File: src/rtl/rshift_round_pipe.sv
`default_nettype none
// ============================================================================
// Module   : rshift_round_pipe
// Purpose  : Pipelined arithmetic right shifter (floor / toward-zero /
//            round-half-up) with valid/ready flow control on both sides.
//            Optional macro RSHIFT_STICKY_EN adds the out_inexact flag.
// Revision : 1.0
// ============================================================================
module rshift_round_pipe #(
   parameter int WIDTH = 9,
   parameter int SH_W  = 4
) (
   input  logic             clk,
   input  logic             rst_n,
   input  logic             in_valid,
   output logic             in_ready,
   input  logic [WIDTH-1:0] in_data,
   input  logic [SH_W-1:0]  in_shift,
   input  logic [1:0]       in_mode,
   output logic             out_valid,
   input  logic             out_ready,
   output logic [WIDTH-1:0] out_data
`ifdef RSHIFT_STICKY_EN
   ,
   output logic             out_inexact
`endif
);

   localparam int c_LAST = SH_W - 1;

   logic             en;
   logic             out_valid_d, out_valid_q;
   logic [WIDTH-1:0] out_data_d, out_data_q;

   assign en        = out_ready | ~out_valid_q;
   assign in_ready  = en;
   assign out_valid = out_valid_q;
   assign out_data  = out_data_q;

   genvar k;
   generate
      for (k = 0; k < SH_W; k++) begin : g_stage
         localparam int c_AMT = 1 << k;
         // Shift bits not yet applied, this stage's bit in position 0.
         localparam int c_REM = SH_W - k;

         logic             src_vld, src_g, src_s;
         logic [WIDTH-1:0] src_data;
         logic [1:0]       src_mode;
         logic [c_REM-1:0] src_rem;

         if (k == 0) begin : g_first
            assign src_vld  = in_valid;
            assign src_data = in_data;
            assign src_mode = (in_mode == 2'd3) ? 2'd0 : in_mode;
            assign src_rem  = in_shift;
            assign src_g    = 1'b0;
            assign src_s    = 1'b0;
         end else begin : g_next
            assign src_vld  = g_stage[k-1].vld_q;
            assign src_data = g_stage[k-1].data_q;
            assign src_mode = g_stage[k-1].mode_q;
            assign src_rem  = g_stage[k-1].g_rem.rem_q;
            assign src_g    = g_stage[k-1].g_q;
            assign src_s    = g_stage[k-1].s_q;
         end

         logic [WIDTH+c_AMT-1:0] wide;
         logic                   lost_lo;

         assign wide = {{c_AMT{src_data[WIDTH-1]}}, src_data};

         if (c_AMT > 1) begin : g_lo
            assign lost_lo = |wide[c_AMT-2:0];
         end else begin : g_no_lo
            assign lost_lo = 1'b0;
         end

         logic             vld_d, vld_q, g_d, g_q, s_d, s_q;
         logic [WIDTH-1:0] data_d, data_q;
         logic [1:0]       mode_d, mode_q;

         // Earlier guard/sticky are lower-order than anything shifted out now.
         always_comb begin
            vld_d  = src_vld;
            mode_d = src_mode;
            data_d = src_data;
            g_d    = src_g;
            s_d    = src_s;
            if (src_rem[0]) begin
               data_d = wide[c_AMT +: WIDTH];
               g_d    = wide[c_AMT-1];
               s_d    = src_g | src_s | lost_lo;
            end
         end

         always_ff @(posedge clk or negedge rst_n) begin
            if (!rst_n) begin
               vld_q  <= 1'b0;
               data_q <= '0;
               mode_q <= 2'd0;
               g_q    <= 1'b0;
               s_q    <= 1'b0;
            end else if (en) begin
               vld_q  <= vld_d;
               data_q <= data_d;
               mode_q <= mode_d;
               g_q    <= g_d;
               s_q    <= s_d;
            end
         end

         if (c_REM > 1) begin : g_rem
            logic [c_REM-2:0] rem_d, rem_q;

            always_comb begin
               rem_d = src_rem[c_REM-1:1];
            end

            always_ff @(posedge clk or negedge rst_n) begin
               if (!rst_n) begin
                  rem_q <= '0;
               end else if (en) begin
                  rem_q <= rem_d;
               end
            end
         end
      end
   endgenerate

   logic [WIDTH-1:0] fl;
   logic             fl_vld, fl_g, fl_s, inc;
   logic [1:0]       fl_mode;

   assign fl      = g_stage[c_LAST].data_q;
   assign fl_vld  = g_stage[c_LAST].vld_q;
   assign fl_g    = g_stage[c_LAST].g_q;
   assign fl_s    = g_stage[c_LAST].s_q;
   assign fl_mode = g_stage[c_LAST].mode_q;

   // Increment only happens for shift >= 1, so it cannot overflow.
   always_comb begin
      inc = 1'b0;
      case (fl_mode)
         2'd1:    inc = fl[WIDTH-1] & (fl_g | fl_s);
         2'd2:    inc = fl_g;
         default: inc = 1'b0;
      endcase
      out_valid_d = fl_vld;
      out_data_d  = fl + {{(WIDTH-1){1'b0}}, inc};
   end

`ifdef RSHIFT_STICKY_EN
   logic inexact_d, inexact_q;

   always_comb begin
      inexact_d = fl_g | fl_s;
   end

   always_ff @(posedge clk or negedge rst_n) begin
      if (!rst_n) begin
         out_valid_q <= 1'b0;
         out_data_q  <= '0;
         inexact_q   <= 1'b0;
      end else if (en) begin
         out_valid_q <= out_valid_d;
         out_data_q  <= out_data_d;
         inexact_q   <= inexact_d;
      end
   end

   assign out_inexact = inexact_q;
`else
   always_ff @(posedge clk or negedge rst_n) begin
      if (!rst_n) begin
         out_valid_q <= 1'b0;
         out_data_q  <= '0;
      end else if (en) begin
         out_valid_q <= out_valid_d;
         out_data_q  <= out_data_d;
      end
   end
`endif

endmodule
`default_nettype wire

File: config.mk
export PLATFORM = sky130hd
export DESIGN_NAME = rshift_round_pipe
export DESIGN_NICKNAME = d
export VERILOG_FILES = /design/src/rtl/rshift_round_pipe.sv
export SDC_FILE = /design/constraint.sdc
export NUM_CORES = 1
export LEC_CHECK = 0
export ABC_CLOCK_PERIOD_IN_PS = 3600
export CORE_ASPECT_RATIO = 0.7
export CORE_MARGIN = 1.5
export CORE_UTILIZATION = 50
export DETAILED_ROUTE_END_ITERATION = 7
export PLACE_DENSITY = 0.68
export RECOVER_POWER = 100
export SLEW_MARGIN = 20
export SYNTH_ARGS = -nofsm -noshare
export SYNTH_HDL_FRONTEND = slang
export SYNTH_SLANG_ARGS = --single-unit
File: constraint.sdc
create_clock -name clk -period 3.6 [get_ports clk]
set_input_delay 0.54 -clock clk [delete_from_list [all_inputs] [get_ports clk]]
set_output_delay 0.54 -clock clk [all_outputs]
set_load 0.01 [all_outputs]
==> results.md <==
- Min cycle time layout: around 2.5 ns
- DR DRC count: 0
- Worst-path clk slew: approximately 0.07 ns
- Row cnt: 23
- Post-synthesis xor/xnor area fraction: less than 1%
- Routed len/inst: 12.6 um
- WS Path Type: input port to output pin
- Number of global-route vias before repair: 2,087
- Critical path's top delay family: buffers and inverters
- Area of the multi-input gates: around 1300 um2
- Fin. Hold Viols: 0
- Clk network pwr share: about a quarter
- Reg2reg start: out_valid
- Final number of setup-violating endpoints: 0
- Num Clock Sinks: 71
- Status: complete, but fails checks
- Worst EP required: 3.06 ns
- Slew @ Worst Pin: ~1.7 ns
- Postcts setup bufs: 0
- Die height: between 60 and 70 um
- Io pins: 30
- TritonCTS clock tree: done
- Most used DFF post-synth: dfrtp_1
- Ys async rst share: 100%
- Register area: around 1800 um2
- Fillers: between 400 and 500
- Grt total ovfl: 0
- Initial antenna violation count: 0
- DR pass1 iterations: 4
- CP startpoint kind: input port
- Warnings, synthesis: 0
- CP startpoint: out_ready
- DP Area: between 3000 and 4000 um2
- Netlist Area Pre-Place: 3150 um2
- Via Count: between 2,000 and 2,500
- Most frequent cells after synthesis: nand2_1 (109), dfrtp_1 (71), o21ai_0 (46)
- Crit path capture type: output pin
- Skew-Pair Late Insertion Delay: about 0.34 ns
- Design area: between 3000 and 4000 um2
- Post-synth EDFFs: 0
- Worst hold path type: input port to async pin
- Antenna Cells: 0
- Initial Util: between 50% and 60%
- CTS resizes: 0
- Register share of total power: 48.8%
- Mux share of post-synthesis cell area: between 10% and 20%
- Maximum VDD drop: between 0.0003 and 0.0004 V
- Yosys reg bits: slightly above 70
- CP most frequent cell: dlygate4sd3_1
- Synth area leaders: dfrtp_1 (56%), nand2_1 (13%), mux2i_1 (11%)
- Nets: 372
- Global-route wire length before repair: 9.56 mm
- Slew HR: -10.7%
- P_int: just under 0.002 W
- Clock skew: around 0.0075 ns
- Post-Synth Adder-Cell Area: 1.59%
- Vias/cell: 5.05
- Final core occ: between 60% and 70%
- Die X: between 90 and 100 um
- Net Sw Frac: between 30% and 40%
- Layout area overhead: 16.7%
- Syn nets: about 350
- Fin Hold WS: 0.248 ns
- Antenna viol nets, final: 0
- LEAKAGE: roughly 1.7 nW
- Sequential area share after synthesis: around 56%
- H-Tree Level Count: 3
- Max frequency: between 400 and 500 MHz
- CTS max path bufs: 2
- CP max stage cell: dlygate4sd3_1
- Top-count cell post-synth: nand2_1
- Simple-gate area share of the yosys netlist: between 15 and 20%
- Setup TNS: 0 ns
- Total wire length: about 5.4 mm
- # hold bufs at CTS: 0
- DIE AREA: ~6800 um2
- Switching pwr: 0.00101 W
- RSZ-0062 raised after global routing: false
- Combinational share of power: 27.4%
- CP max FO: 2
- WP data arrival: about 2.0 ns
- Largest net degree at the start of global routing: 103
- RePlAce Congestion: between 0.7 and 0.8
- Max incr delay on CP: approximately 0.6 ns
- Gr usage total: ~18%
- Slew Viols, Final: 40
- Root Buffer: clkbuf_8
- Crit path buf inv count: 3
- Share of cells above drive strength 1: under 10%
- Post-synthesis compound-gate area fraction: a little under a tenth
- Count of cell types in the netlist: 24
- Syn avg cell area: 9.68 um2
- Failing checks: max-capacitance violations, max-slew violations
- Number of buffers created by CTS: 9
- CORE AREA: about 6000 um2
- HPWL Detailed: about 3.6 mm
- CP cell instances: dlygate4sd3_1 -> nor2b_1 -> inv_1 -> dlygate4sd3_1
- IO buf count: 29
- Largest family of logic cells by synthesized area: simple AND/OR/NAND/NOR gates
- Top cell type's share of synthesized area: 56.3%
- Pwr/cell area: 807 nW/um2
- Syn Inst Count: roughly 330
- Period utilization: a little over two thirds
- Post-synth top area cell: dfrtp_1
- Max-Cap Viols: 1
- DRT iter0 DRCs: 90
[logic make-up after synthesis]
| group | Yosys count |
|---|---|
| flops | 71 |
| xor+xnor | 3 |
| fa+ha+maj | 4 |
| mux | 35 |
| compound gates | 56 |
| buf+inv | 23 |
| simple gates | 134 |
[metal layers]
metal  vias to the layer above  global-route usage [%]  part of all wire, %
met5                         -                       0                    0
met1                       991                    22.8                   49
li1                       1134                       -                    -
met3                         4                    6.65                  4.2
met2                        38                    28.5                   47
met4                         0                    4.76                 0.67
[worst paths after layout]
check / slack (ns) / end / cells after the start
max: 1.10 / in_ready / 4
max reg2reg: 1.39 / fl_mode[1] / 4
min: 0.25 / out_data[1] / 1
max in group asynchronous: 1.55 / g_stage[2].g_rem.rem_q / 2
min reg2reg: 0.46 / fl_vld / 2
min in group clk: 0.46 / fl_vld / 2
[worst reg2reg max path, stage by stage, from the launching register on]
cell      delay, ns
dfrtp_1        0.38
nor2b_1        0.15
inv_1          0.08
clkbuf_1       1.20
o21ai_0        0.21
[cell type report]
cell class / instances / share of cell area [%]
tap: 75 / 2.55
sequential: 71 / 48.2
clock inverter: 5 / 2.17
timing repair buffer: 32 / 8.15
multi-input combinational: 232 / 34.5
inverter: 3 / 0.306
clock buffer: 11 / 4.11
[through the flow]
| step | std cells | total power [W] | setup WS [ns] |
|---|---|---|---|
| floorplan | 326 | 0.00201 | 1.79 |
| global placement | 413 | 0.00229 | 1.34 |
| global route | 429 | 0.00323 | 0.830 |
| detailed placement | 413 | 0.00233 | 1.33 |
| CTS | 429 | 0.00305 | 1.33 |
| finish | 429 | 0.00297 | 1.10 |
[placed cells by master (no fill, tap or decap), types with 4 or more instances in the layout]
master           Yosys  layout
clkdlybuf4s50_1      0      16
dlygate4sd3_1        0      12
nand2_1            109     109
nand3_1              4       4
o21ai_0             46      46
dfrtp_1             71      71
or3_1                4       4
nor2_1               8       8
mux2i_1             35      35
clkbuf_8             0      11
a31oi_1              4       4
ha_1                 4       4
[power by group through the flow]
stage / clock network, W / logic (W) / registers [W]
floorplan: 0 / 0.000653 / 0.00136
global placement: 0 / 0.000829 / 0.00146
detailed placement: 0 / 0.000855 / 0.00148
CTS: 0.000729 / 0.000857 / 0.00146
global route: 0.000768 / 0.000948 / 0.00151
finish: 0.000707 / 0.000814 / 0.00145
[sequential cells by signal, indices dropped and copies added, names as in the netlist, 2 cells and up]
| register | count |
|---|---|
| fl | 9 |
| fl_mode | 2 |
| g_stage.g_q | 3 |
| g_stage.g_rem.rem_q | 6 |
| g_stage.mode_q | 6 |
| out_data | 9 |
| g_stage.data_q | 27 |
| g_stage.vld_q | 3 |
| g_stage.s_q | 2 |
(Power assumes the default switching activity.)
==> edit: new RTL, same settings <==
Add an input register stage for `in_mode`, without a reset; this delays it by one clock. The other inputs are not delayed to match.
--- a/src/rtl/rshift_round_pipe.sv
+++ b/src/rtl/rshift_round_pipe.sv
@@ -30,2 +30,8 @@
 
+   logic [1:0] in_mode_q;
+
+   always_ff @(posedge clk) begin
+      in_mode_q <= in_mode;
+   end
+
    logic             en;
@@ -54,3 +60,3 @@
             assign src_data = in_data;
-            assign src_mode = (in_mode == 2'd3) ? 2'd0 : in_mode;
+            assign src_mode = (in_mode_q == 2'd3) ? 2'd0 : in_mode_q;
             assign src_rem  = in_shift;
Check against the original RTL: not equivalent (a bounded check fails within 10 cycles, from zero or initial values and one cycle with rst_n low).
==> edit against the unedited design <==
Routed wire length up 1.6%. Combinational power about the same. Non-clock buffer count up 1. Total power down 0.47%. Cell area up 1.0%. Synthesized cell count up 0.61%. Worst setup slack worse by 140 ps. Synthesized area up 1.2%. The flow still finishes with violations (capacitance limit, slew limit). Sequential cell count up 2.
==> edit: results (changes against the unedited design) <==
- Skew-Pair Late Insertion Delay: 340 ps (about the same)
- Routed WL: 5.49 mm (+1.6%)
- Worst-margin pin slew: 2110 ps (+453 ps)
- Hold Crit Class: flop to flop
- Placed cell areas: 3520 µm² (+1.5%)
- Clk_skew: 8.39 ps (+0.844 ps)
- GRT met2 Usage: 29.8% (+1.3 points)
- Sequential element share of the synthesized area: 56.9% (+0.59 points)
- Failing checks: capacitance limit, slew limit
- Grt met3 use: 6.45% (-0.20 points)
- CTS resizes: 0 (unchanged)
- Initial DRC Count: 86 (-4.4%)
- Leak: 0.00172 µW (+1.0%)
- Ys async rst share: 97.3% (-2.7 points)
- Clk buf depth: 2 (unchanged)
- Syn Nets: 351 (+0.57%)
- Synth cell types: 25 (+4.2%)
- Max Cap Viol: 2 (+1)
- Share of cells above drive strength 1: 5.32% (-0.045 points)
- Peak supply drop: 0.391 mV (+22%)
- Worst path max stage delay: 610 ps (about the same)
- Max FFs per register: 27 (unchanged)
- Post-synth top cells: 109 x nand2_1, 71 x dfrtp_1, 46 x o21ai_0
- First-pass GRT wire length: 9.94 mm (+3.9%)
- Status: complete, but fails checks
- Psw: 1020 µW (+0.96%)
- Top reg by flops: g_stage.data_q
- Worst slack, placed: 1290 ps (-40.8 ps)
- GPL Wtd Cong: 0.722 (-3.8%)
- Layout filler cell count: 566 (+14%)
- Final Max Slew Viols: 81 (+100%)
- Vias in the first global route: 2198 (+5.3%)
- Via density: 5.02 (-0.65%)
- Synth area leaders: dfrtp_1 56%, nand2_1 13%, mux2i_1 11%, o21ai_0 7.2%, buf_2 2.2%
- GR Util met1: 23.2% (+0.43 points)
- Final HPWL DP: 3.62 mm (about the same)
- CP Data Arrival Time: 2100 ps (+140 ps)
- Nets: 375 (+0.81%)
- GRT Util Overall: 18.3% (+0.50 points)
-- edit: cell types whose count changed in the layout (fill, tap and decap cells not counted), moves of 2 or more --
cell,unedited run,this run
clkdlybuf4s50_1,16,14
buf_4,1,3
dfxtp_1,0,2
dlygate4sd3_1,12,14
-- edit: path summary, 6_finish.rpt --
| path | from | end | slack (ps) | cells past startpoint |
|---|---|---|---|---|
| max in group asynchronous | rst_n | g_stage[1].data_q[3] | 1590 | 1 |
| worst max register to register | out_valid | g_stage[0].g_q | 1360 | 5 |
| worst min-delay path | in_mode_q[0] | g_stage[0].mode_q[0] | 460 | 2 |
| worst max-delay path | out_ready | in_ready | 960 | 4 |
| worst min register to register | in_mode_q[0] | g_stage[0].mode_q[0] | 460 | 2 |
| min in group asynchronous | rst_n | out_data[4] | 800 | 1 |
-- edit: cells by family (layout without fill, tap and decap cells) --
logic type	Yosys count	after routing	share of synthesized area, %
AO/OA/AOI/OAI	56	56	9.13
AND/OR/NAND/NOR	134	134	17.3
XOR/XNOR	3	3	0.823
adder cells (fa/ha/maj)	4	4	1.57
multiplexers	35	35	11.0
buffers and inverters	23	52	3.25
flip-flops	73	73	56.9
-- edit: area by class of cell --
cell class              instances  area, µm²  share of cell area, %
repair buffers                 33        310                   8.34
clock buffers                  13        169                   4.54
well taps                      78       97.6                   2.62
clock inverters                 3       46.3                   1.24
multi-input cells             232       1270                   34.1
inverters                       3       11.3                  0.303
flip-flops and latches         73       1820                   48.8
-- edit: power by group through the flow --
stage,registers [µW],logic [µW],clock network [µW]
6_report,1470,812,674
5_1_grt,1530,950,724
4_1_cts,1480,855,696
3_5_place_dp,1500,851,0
3_3_place_gp,1480,832,0
2_1_floorplan,1390,651,0
-- edit: worst max-delay path, delay by kind of cell --
family / cells / cell delay [ps]
buffers and inverters: 3 / 1240
AND/OR/NAND/NOR: 1 / 310
-- edit: through the flow --
stage                     hold WS, ps  std cells
after floorplan                   244        328
after global placement            444        419
after detailed placement          451        419
after CTS                         340        435
after global routing              489        435
final                             459        435
-- edit: routing by layer --
layer / vias to the layer above / routed length, µm
met4: 0 / 57
met5: - / 0
met3: 7 / 230
li1: 1147 / -
met2: 40 / 2500
met1: 989 / 2700
